## config.mk

```make
export PLATFORM = sky130hd
export DESIGN_NAME = mc_controller
export DESIGN_NICKNAME = d
export VERILOG_FILES = /design/src/rtl/mc_pkg.sv /design/src/rtl/mc_controller_alu_decoder.sv /design/src/rtl/mc_controller.sv
export SDC_FILE = /design/constraint.sdc
export NUM_CORES = 1
export LEC_CHECK = 0
export CAP_MARGIN = 20
export CORE_ASPECT_RATIO = 1.5
export CORE_MARGIN = 2
export CORE_UTILIZATION = 25
export CTS_BUF_LIST = sky130_fd_sc_hd__clkbuf_8 sky130_fd_sc_hd__clkbuf_16
export CTS_CLUSTER_DIAMETER = 30
export DETAILED_ROUTE_END_ITERATION = 6
export HOLD_SLACK_MARGIN = 0.05
export PLACE_DENSITY_LB_ADDON = 0.1
export SYNTH_ARGS = -nofsm -noshare
export SYNTH_HDL_FRONTEND = slang
export SYNTH_SLANG_ARGS = --single-unit
```

## constraint.sdc

```tcl
create_clock -name clk -period 1.9 [get_ports clk]
set_input_delay 0.38 -clock clk [delete_from_list [all_inputs] [get_ports clk]]
set_output_delay 0.38 -clock clk [all_outputs]
set_load 0.05 [all_outputs]
```

## src/rtl/mc_pkg.sv

```systemverilog
// Shared types and constants for the multicycle MIPS control unit.
// Also holds the per-state Moore control table used by the FSM.
package mc_pkg;

  typedef enum logic [3:0] {
    FETCH, DECODE, MEMADR, MEMRD, MEMWB, MEMWR, RTYPEEX,
    RTYPEWB, BEQ, BLEZ, ADDIEX, ADDIWB, JUMP
  } statetype;

  localparam logic [5:0] OP_RTYPE = 6'b000000;
  localparam logic [5:0] OP_LW    = 6'b100011;
  localparam logic [5:0] OP_SW    = 6'b101011;
  localparam logic [5:0] OP_BEQ   = 6'b000100;
  localparam logic [5:0] OP_BLEZ  = 6'b000110;
  localparam logic [5:0] OP_ADDI  = 6'b001000;
  localparam logic [5:0] OP_J     = 6'b000010;

  localparam logic [5:0] FN_ADD = 6'b100000;
  localparam logic [5:0] FN_SUB = 6'b100010;
  localparam logic [5:0] FN_AND = 6'b100100;
  localparam logic [5:0] FN_OR  = 6'b100101;
  localparam logic [5:0] FN_SLT = 6'b101010;
  localparam logic [5:0] FN_SLL = 6'b000000;

  localparam logic [3:0] ALU_AND = 4'b0000;
  localparam logic [3:0] ALU_OR  = 4'b0001;
  localparam logic [3:0] ALU_ADD = 4'b0010;
  localparam logic [3:0] ALU_SUB = 4'b1010;
  localparam logic [3:0] ALU_SLT = 4'b1011;
  localparam logic [3:0] ALU_SLL = 4'b0100;

  typedef enum logic [1:0] {
    ALUOP_ADD   = 2'b00,
    ALUOP_SUB   = 2'b01,
    ALUOP_FUNCT = 2'b10
  } aluop_t;

  typedef struct packed {
    logic       alusrca;
    logic [1:0] alusrcb;
    logic       iord;
    logic       irwrite;
    logic       memwrite;
    logic       regwrite;
    logic       regdst;
    logic       memtoreg;
    logic [1:0] pcsrc;
    logic       pcwrite;
    logic       branch_eq;
    logic       branch_lez;
    aluop_t     aluop;
  } ctl_t;

  function automatic ctl_t state_ctl(input statetype s);
    ctl_t c;
    c = '0;
    case (s)
      FETCH:   begin c.irwrite = 1'b1; c.alusrcb = 2'b01; c.pcwrite = 1'b1; end
      DECODE:  c.alusrcb = 2'b11;
      MEMADR:  begin c.alusrca = 1'b1; c.alusrcb = 2'b10; end
      MEMRD:   c.iord = 1'b1;
      MEMWB:   begin c.memtoreg = 1'b1; c.regwrite = 1'b1; end
      MEMWR:   begin c.iord = 1'b1; c.memwrite = 1'b1; end
      RTYPEEX: begin c.alusrca = 1'b1; c.aluop = ALUOP_FUNCT; end
      RTYPEWB: begin c.regdst = 1'b1; c.regwrite = 1'b1; end
      BEQ:     begin c.alusrca = 1'b1; c.aluop = ALUOP_SUB; c.pcsrc = 2'b01; c.branch_eq = 1'b1; end
      BLEZ:    begin c.alusrca = 1'b1; c.aluop = ALUOP_SUB; c.pcsrc = 2'b01; c.branch_lez = 1'b1; end
      ADDIEX:  begin c.alusrca = 1'b1; c.alusrcb = 2'b10; end
      ADDIWB:  c.regwrite = 1'b1;
      JUMP:    begin c.pcsrc = 2'b10; c.pcwrite = 1'b1; end
      default: ;
    endcase
    return c;
  endfunction

endpackage

```

## src/rtl/mc_controller_alu_decoder.sv

```systemverilog
// Combinational ALU decoder: maps (aluop, funct) to the 4-bit ALU control
// and flags whether funct names a supported R-type operation.
module alu_decoder
  import mc_pkg::*;
(
  input  aluop_t      i_aluop,
  input  logic [5:0]  i_funct,
  output logic [3:0]  o_alu_control,
  output logic        o_funct_legal
);

  always_comb begin
    o_alu_control = ALU_ADD;
    case (i_aluop)
      ALUOP_ADD: o_alu_control = ALU_ADD;
      ALUOP_SUB: o_alu_control = ALU_SUB;
      ALUOP_FUNCT: begin
        case (i_funct)
          FN_ADD:  o_alu_control = ALU_ADD;
          FN_SUB:  o_alu_control = ALU_SUB;
          FN_AND:  o_alu_control = ALU_AND;
          FN_OR:   o_alu_control = ALU_OR;
          FN_SLT:  o_alu_control = ALU_SLT;
          FN_SLL:  o_alu_control = ALU_SLL;
          default: o_alu_control = ALU_ADD;
        endcase
      end
      default: o_alu_control = ALU_ADD;
    endcase
  end

  always_comb begin
    case (i_funct)
      FN_ADD, FN_SUB, FN_AND, FN_OR, FN_SLT, FN_SLL: o_funct_legal = 1'b1;
      default:                                       o_funct_legal = 1'b0;
    endcase
  end

endmodule

```

## src/rtl/mc_controller.sv

```systemverilog
// Multicycle MIPS control FSM. Control outputs are registered from the next
// state so they are glitch-free Moore values; enables are gated by reset.
module mc_controller
  import mc_pkg::*;
#(
  parameter bit ENABLE_BLEZ = 1'b1
) (
  input  logic       clk,
  input  logic       reset,
  input  logic [5:0] op,
  input  logic [5:0] funct,
  input  logic       zero,
  input  logic       ltez,
  output logic [3:0] alu_control,
  output logic       alusrca,
  output logic [1:0] alusrcb,
  output logic       iord,
  output logic       irwrite,
  output logic       memwrite,
  output logic       regwrite,
  output logic       regdst,
  output logic       memtoreg,
  output logic [1:0] pcsrc,
  output logic       pcen,
  output logic       illegal_op
);

  statetype r_state;
  statetype w_next;
  ctl_t     r_ctl;
  logic     w_funct_legal;
  logic     w_decode_ok;

  always_comb begin
    case (op)
      OP_LW, OP_SW, OP_BEQ, OP_ADDI, OP_J: w_decode_ok = 1'b1;
      OP_RTYPE:                            w_decode_ok = w_funct_legal;
      OP_BLEZ:                             w_decode_ok = ENABLE_BLEZ;
      default:                             w_decode_ok = 1'b0;
    endcase
  end

  always_comb begin
    w_next = FETCH;
    case (r_state)
      FETCH: w_next = DECODE;
      DECODE: begin
        if (w_decode_ok) begin
          case (op)
            OP_LW, OP_SW: w_next = MEMADR;
            OP_RTYPE:     w_next = RTYPEEX;
            OP_BEQ:       w_next = BEQ;
            OP_BLEZ:      w_next = BLEZ;
            OP_ADDI:      w_next = ADDIEX;
            OP_J:         w_next = JUMP;
            default:      w_next = FETCH;
          endcase
        end
      end
      MEMADR:  w_next = (op == OP_SW) ? MEMWR : MEMRD;
      MEMRD:   w_next = MEMWB;
      RTYPEEX: w_next = RTYPEWB;
      ADDIEX:  w_next = ADDIWB;
      default: w_next = FETCH;
    endcase
  end

  // Outputs for the state being entered are latched alongside it; the reset
  // value is the FETCH row so non-enable outputs show FETCH while held.
  always_ff @(posedge clk or negedge reset) begin
    if (!reset) begin
      r_state <= FETCH;
      r_ctl   <= state_ctl(FETCH);
    end else begin
      r_state <= w_next;
      r_ctl   <= state_ctl(w_next);
    end
  end

  alu_decoder u_alu_decoder (
    .i_aluop       (r_ctl.aluop),
    .i_funct       (funct),
    .o_alu_control (alu_control),
    .o_funct_legal (w_funct_legal)
  );

  assign alusrca  = r_ctl.alusrca;
  assign alusrcb  = r_ctl.alusrcb;
  assign iord     = r_ctl.iord;
  assign regdst   = r_ctl.regdst;
  assign memtoreg = r_ctl.memtoreg;
  assign pcsrc    = r_ctl.pcsrc;

  assign irwrite    = r_ctl.irwrite  & reset;
  assign memwrite   = r_ctl.memwrite & reset;
  assign regwrite   = r_ctl.regwrite & reset;
  assign pcen       = (r_ctl.pcwrite | (r_ctl.branch_eq & zero) |
                       (r_ctl.branch_lez & ltez)) & reset;
  assign illegal_op = (r_state == DECODE) & ~w_decode_ok & reset;

endmodule

```

== Word-level counts from Yosys, hierarchy flattened ==
Index checks and enable logic that the tools add are counted.

* Bitwise gates (word level): 11
* Mux-type cells: 21
* Reduce and logical (&&, ||, !) cells: 13
* Equality and inequality tests: 30

{| class="wikitable"
|+ Operators with widths
! kind !! count
|-
| 4-bit one-hot mux with 6 select lines || 2
|-
| 6-bit equality test (second input constant) || 7
|-
| 4-bit equality test (second input constant) || 6
|-
| 4-bit by 3-bit equality test with 1-bit output (second input constant) || 5
|-
| 4-bit one-hot mux with 5 select lines || 1
|-
| 4-bit by 2-bit equality test with 1-bit output (second input constant) || 4
|-
| 6-bit by 3-bit equality test with 1-bit output (second input constant) || 2
|-
| 6-bit zero test || 2
|-
| 6-bit OR reduction || 2
|-
| 1-bit two-way mux || 11
|-
| 2-bit OR reduction || 5
|-
| 1-bit AND || 8
|-
| 4-bit by 1-bit equality test with 1-bit output (second input constant) || 2
|-
| 4-bit zero test || 2
|-
| 2-bit one-hot mux with 2 select lines || 2
|-
| 4-bit one-hot mux with 2 select lines || 1
|-
| 6-bit by 2-bit equality test with 1-bit output (second input constant) || 1
|-
| 6-bit by 4-bit equality test with 1-bit output (second input constant) || 1
|-
| 2-bit one-hot mux with 3 select lines || 1
|-
| 5-bit OR reduction || 1
|-
| 4-bit two-way mux || 1
|-
| 3-bit two-way mux || 1
|-
| 3-bit OR reduction || 1
|-
| 2-bit by 1-bit equality test with 1-bit output (second input constant) || 1
|-
| other kinds (4) || 5
|}

* Input port bits: 16
* Register bits: 20
* Output and inout bits: 17
* Word-level logic and storage cells: 89

== Longest topological paths before layout ==
* Depth in word-level cells: 9
* Gate-level depth with buffers: 6
* Mapped depth without buffers: 5

== Modules after synthesis ==
From an unflattened synthesis, not the netlist that was laid out.

* Cells, all modules: 121
* Area total of the unflattened synthesis: 1209.9 µm²

{| class="wikitable"
|+ By module, submodules not included
! module !! times used !! cells an instance !! area each (µm²) !! seq. area each (µm²)
|-
| mc_controller || 1 || 97 || 1042.2 || 479.2
|-
| alu_decoder || 1 || 24 || 167.7 || 0.0
|}

== Worst setup path before layout ==
No wires, ideal clock.

* Kind: reg2out
* Start point: register r_ctl[0] (netlist name)
* End point: output port alu_control[2]
* Data arrival time: 1.870 ns
* Path slack: -0.350 ns
* Buffers on the path: 0
* Required time: 1.520 ns
* Stages on the path, launching flop included: 6
* Cells stage by stage: dfrtp_1 inv_1 ha_1 nor2b_1 nand2_1 nor3_1

* Longest elaborated chain between the ends: 2
* Elaborated cells between the ends (all ways): 3
* Classes of those cells: eq/ne: 2; mux: 1

{| class="wikitable"
|+ Ends and longest elaborated chain
! element !! line !! text
|-
| from (decl) || mc_controller.sv:30 || <nowiki>ctl_t r_ctl;</nowiki>
|-
| from (signal assigned) || mc_controller.sv:73 || <nowiki>r_ctl <= state_ctl(FETCH);</nowiki>
|-
| from (signal assigned) || mc_controller.sv:76 || <nowiki>r_ctl <= state_ctl(w_next);</nowiki>
|-
| 2-bit equality test or 2-bit by 1-bit equality test with 1-bit output (tied branches) || mc_controller_alu_decoder.sv:14 || <nowiki>case (i_aluop)</nowiki>
|-
| 4-bit one-hot mux with 2 select lines (*) || mc_controller_alu_decoder.sv:14 ||
|-
| to (decl) || mc_controller.sv:14 || <nowiki>output logic [3:0] alu_control,</nowiki>
|}

Mark *: on every way between the ends. The rest lies on a longest branch, timed or not.

== Final worst setup path ==
* Start point: input port funct[2]
* End point: output port alu_control[1]

* Longest elaborated chain between the ends: 3
* Elaborated cells between the ends (all ways): 7
* Classes of those cells: eq/ne: 4; mux: 2; reduce/logical: 1

{| class="wikitable"
|+ Ends and longest elaborated chain
! element !! line !! text
|-
| from (decl) || mc_controller.sv:11 || <nowiki>input logic [5:0] funct,</nowiki>
|-
| 6-bit equality test or 6-bit zero test (tied branches) || mc_controller_alu_decoder.sv:18 || <nowiki>case (i_funct)</nowiki>
|-
| 4-bit one-hot mux with 5 select lines (*) || mc_controller_alu_decoder.sv:18 ||
|-
| 4-bit one-hot mux with 2 select lines (*) || mc_controller_alu_decoder.sv:14 ||
|}

Marks and branches as above.

==> flow_metrics.tcl <==
set metrics [dict create \
    synth_cells 117 \
    p_int_w 0.000952 \
    routabilityCongestion 0.753 \
    antenna_found_initial 0 \
    final_common_cell "buf_4" \
    start_kind "input pin" \
    synth_top_family_by_area "simple AND/OR/NAND/NOR gates" \
    synth.distinct_cells 50 \
    synth-xor-area-share_pct 0.762 \
    dp_hpwl_um 2530 \
    fin_ws_ns -0.189 \
    status "complete, but fails checks" \
    hold_class "input pin to asynchronous set/reset pin" \
    p_seq_share_pct 33.6 \
    final_cell_mix "buf_4, dfrtp_1, buf_12" \
    rsz0062_at_grt "true" \
    synth_compound_area_share_pct 19.3 \
    syn_area_sq_um 1150 \
    drive_gt1_share_pct 56.6 \
    dieArea_sq_um 5170 \
    ys_seq_area_share_pct 41.7 \
    switching_share_pct 35.0 \
    totalWireLength_um 3300 \
    crit_path_end_kind "output pin" \
    start_util_pct 25.7 \
    clkTransAtPathRegs_ns 0.07 \
    grt_max_degree 12 \
    ir_drop_mv 0.248 \
    finalHoldViolCount 0 \
    p_clk_share_pct 19.8 \
    yosys_warnings 0 \
    crit_fanout 2 \
    syn_area_per_cell_sq_um 9.83 \
    muxShareOfSynthArea_pct 0 \
    drtIter0Drc 14 \
    dp_cells 222 \
    power_switching_w 0.000514 \
    slew_violations 0 \
    violations "setup timing" \
    drc_errors 0 \
    nFillCells 413 \
    drv_cap 0 \
    final.setup_skew_ns 0.00105 \
    num_rows 30 \
    grt_pass1_wl_um 5420 \
    diodes 0 \
    final_cells 237 \
    die_w_um 59.4 \
    final_util_pct 45.9 \
    htree_num_levels 1 \
    worst_slew_pin_slew_ns 0.497 \
    dpl_worst_slack_ns -0.570 \
    clk_latency_ns 0.26 \
    ys_seq_elements 19 \
    period_needed_ns 2.09 \
    power_leakage_nw 0.940 \
    grt_usage_pct 14.4 \
    grt_pass1_vias 1199 \
    synth-simple-area-share_pct 28.7 \
    comb_power_share_pct 46.6 \
    root_buffer "clkbuf_8" \
    ios 33 \
    worst-setup-path-type "input pin to output pin" \
    cts-buffers-inserted 3 \
    wl_per_cell_um 13.9 \
    numClockSinks 19 \
    cts_tree "yes" \
    synth_nets 135 \
    max_freq_ghz 0.479 \
    viasPerCell 4.81 \
    layout.nets 208 \
    areaGrowthSynthToFinish_pct 78.3 \
    ant_nets 0 \
    finalCritPeriodShare_pct 110 \
    portBuffers 32 \
    setup_viol 1 \
    firstDrtPassIters 4 \
    synth_adder_area_share_pct 2.18 \
    critPathRequiredTime_ns 1.52 \
    clock_path_buffers 2 \
    vias 1139 \
    crit_arrival_ns 1.71 \
    coreArea_sq_um 4470 \
    grt.overflow.total 0 \
    p_per_area_nw_per_um2 715 \
    slew_headroom_pct 66.8 \
    die_y_um 87.1 \
]
## cell usage after synthesis, drive strengths merged
library cell | count | share of area (%)
nor2 | 10 | 3.3
o41ai | 1 | 1.4
or3 | 4 | 2.6
dfrtp | 16 | 35
o2111a | 1 | 0.98
o31ai | 1 | 0.65
and2 | 4 | 2.2
nor2b | 5 | 2.7
a211o | 1 | 0.76
a21o | 1 | 0.65
and4 | 1 | 0.76
a21bo | 1 | 0.87
o2111ai | 1 | 0.76
o211a | 1 | 0.87
ha | 2 | 2.2
o22ai | 1 | 0.54
nor3b | 1 | 0.65
and3 | 3 | 1.6
a31oi | 1 | 0.54
a21oi | 3 | 1.3
a21boi | 2 | 1.6
nand4 | 2 | 1.6
nor4b | 1 | 2.1
nand2 | 10 | 3.3
a2111o | 1 | 0.98
nor3 | 8 | 3.9
o21ai | 2 | 0.87
o31a | 1 | 1.5
nand3 | 2 | 1.3
nor4 | 3 | 1.6
o32ai | 1 | 1.4
inv | 7 | 2.3
xnor2 | 1 | 0.76
a221oi | 2 | 2.1
buf | 8 | 5.1
or2 | 1 | 0.54
o211ai | 1 | 0.65
a32oi | 1 | 0.76
dfstp | 3 | 6.9
nand2b | 1 | 0.54
## metal layers
| layer | share of wire, % | routed length, um | track usage (%) | vias up |
|---|---|---|---|---|
| met3 | 3.6 | 120 | 2.97 | 8 |
| met2 | 60 | 1980 | 27.7 | 29 |
| met1 | 33 | 1090 | 12.6 | 540 |
| met4 | 3.4 | 111 | 9.30 | 0 |
| li1 | - | - | - | 562 |
| met5 | 0 | 0 | 0 | - |
## cell families (layout without fill, tap and decap cells)
| group | count (synthesis) | in the layout |
|---|---|---|
| adder cells (fa/ha/maj) | 2 | 2 |
| flip-flops | 19 | 19 |
| buffers and inverters | 15 | 87 |
| XOR/XNOR | 1 | 1 |
| AND/OR/NAND/NOR | 56 | 56 |
| AO/OA/AOI/OAI | 24 | 24 |
## registers in the layout, indices dropped and copies added, names as in the netlist
name	cells
alusrca	1
alusrcb	2
iord	1
memtoreg	1
pcsrc	1
r_ctl	8
r_state	4
regdst	1
## critical path, cell delays in order
cell,delay (ns)
buf_6,0.09
or3_4,0.37
a2111o_1,0.38
a211o_4,0.33
buf_8,0.15
## area by class of cell
cell class,count,area [sq um],share of cell area [%]
sequential,19,480,23.4
clock buffer,3,41.3,2.01
clock inverter,1,5.00,0.244
multi-input combinational,83,713,34.8
timing repair buffer,76,724,35.3
inverter,7,26.3,1.28
tap,48,60.1,2.93
## through the flow
stage / power [W] / TNS [ns] / hold WS, ns / area [sq um]
global placement: 0.00113 / -4.34 / 0.638 / 1820
floorplan: 0.000863 / -0.0199 / 0.0844 / 1170
global route: 0.00154 / -0.355 / 0.421 / 2050
detailed placement: 0.00114 / -4.65 / 0.643 / 1820
finish: 0.00147 / -0.189 / 0.425 / 2050
CTS: 0.00146 / -0.247 / 0.429 / 1970
## worst paths after layout
check / startpoint / endpoint / slack [ns] / cells past startpoint
worst max register to register: r_state[1]$_DFF_PN0_ / r_ctl[3]$_DFF_PN0_ / 0.14 / 5
worst min-delay path: reset / r_ctl[9]$_DFF_PN0_ / 0.43 / 2
worst max-delay path: funct[2] / alu_control[1] / -0.19 / 5
max in group asynchronous: reset / alusrcb[0]$_DFF_PN1_ / 1.11 / 3
min in group clk: op[3] / r_ctl[2]$_DFF_PN0_ / 0.62 / 6
worst min register to register: r_state[0]$_DFF_PN0_ / alusrcb[1]$_DFF_PN0_ / 0.66 / 2
## timing repair
action	in CTS	in global routing
pin swaps	12	11
hold buffers	0	0
setup endpoints to repair	12	8
gates resized for setup	53	18
setup buffers	10	1
## power by group through the flow
stage	Combinational, W	Sequential [W]	Clock (W)
after floorplan	0.000362	0.000500	0
after global placement	0.000632	0.000501	0
after detailed placement	0.000637	0.000501	0
after CTS	0.000671	0.000493	0.000296
after global routing	0.000731	0.000498	0.000314
final	0.000683	0.000492	0.000290
(Power assumes the default switching activity.)
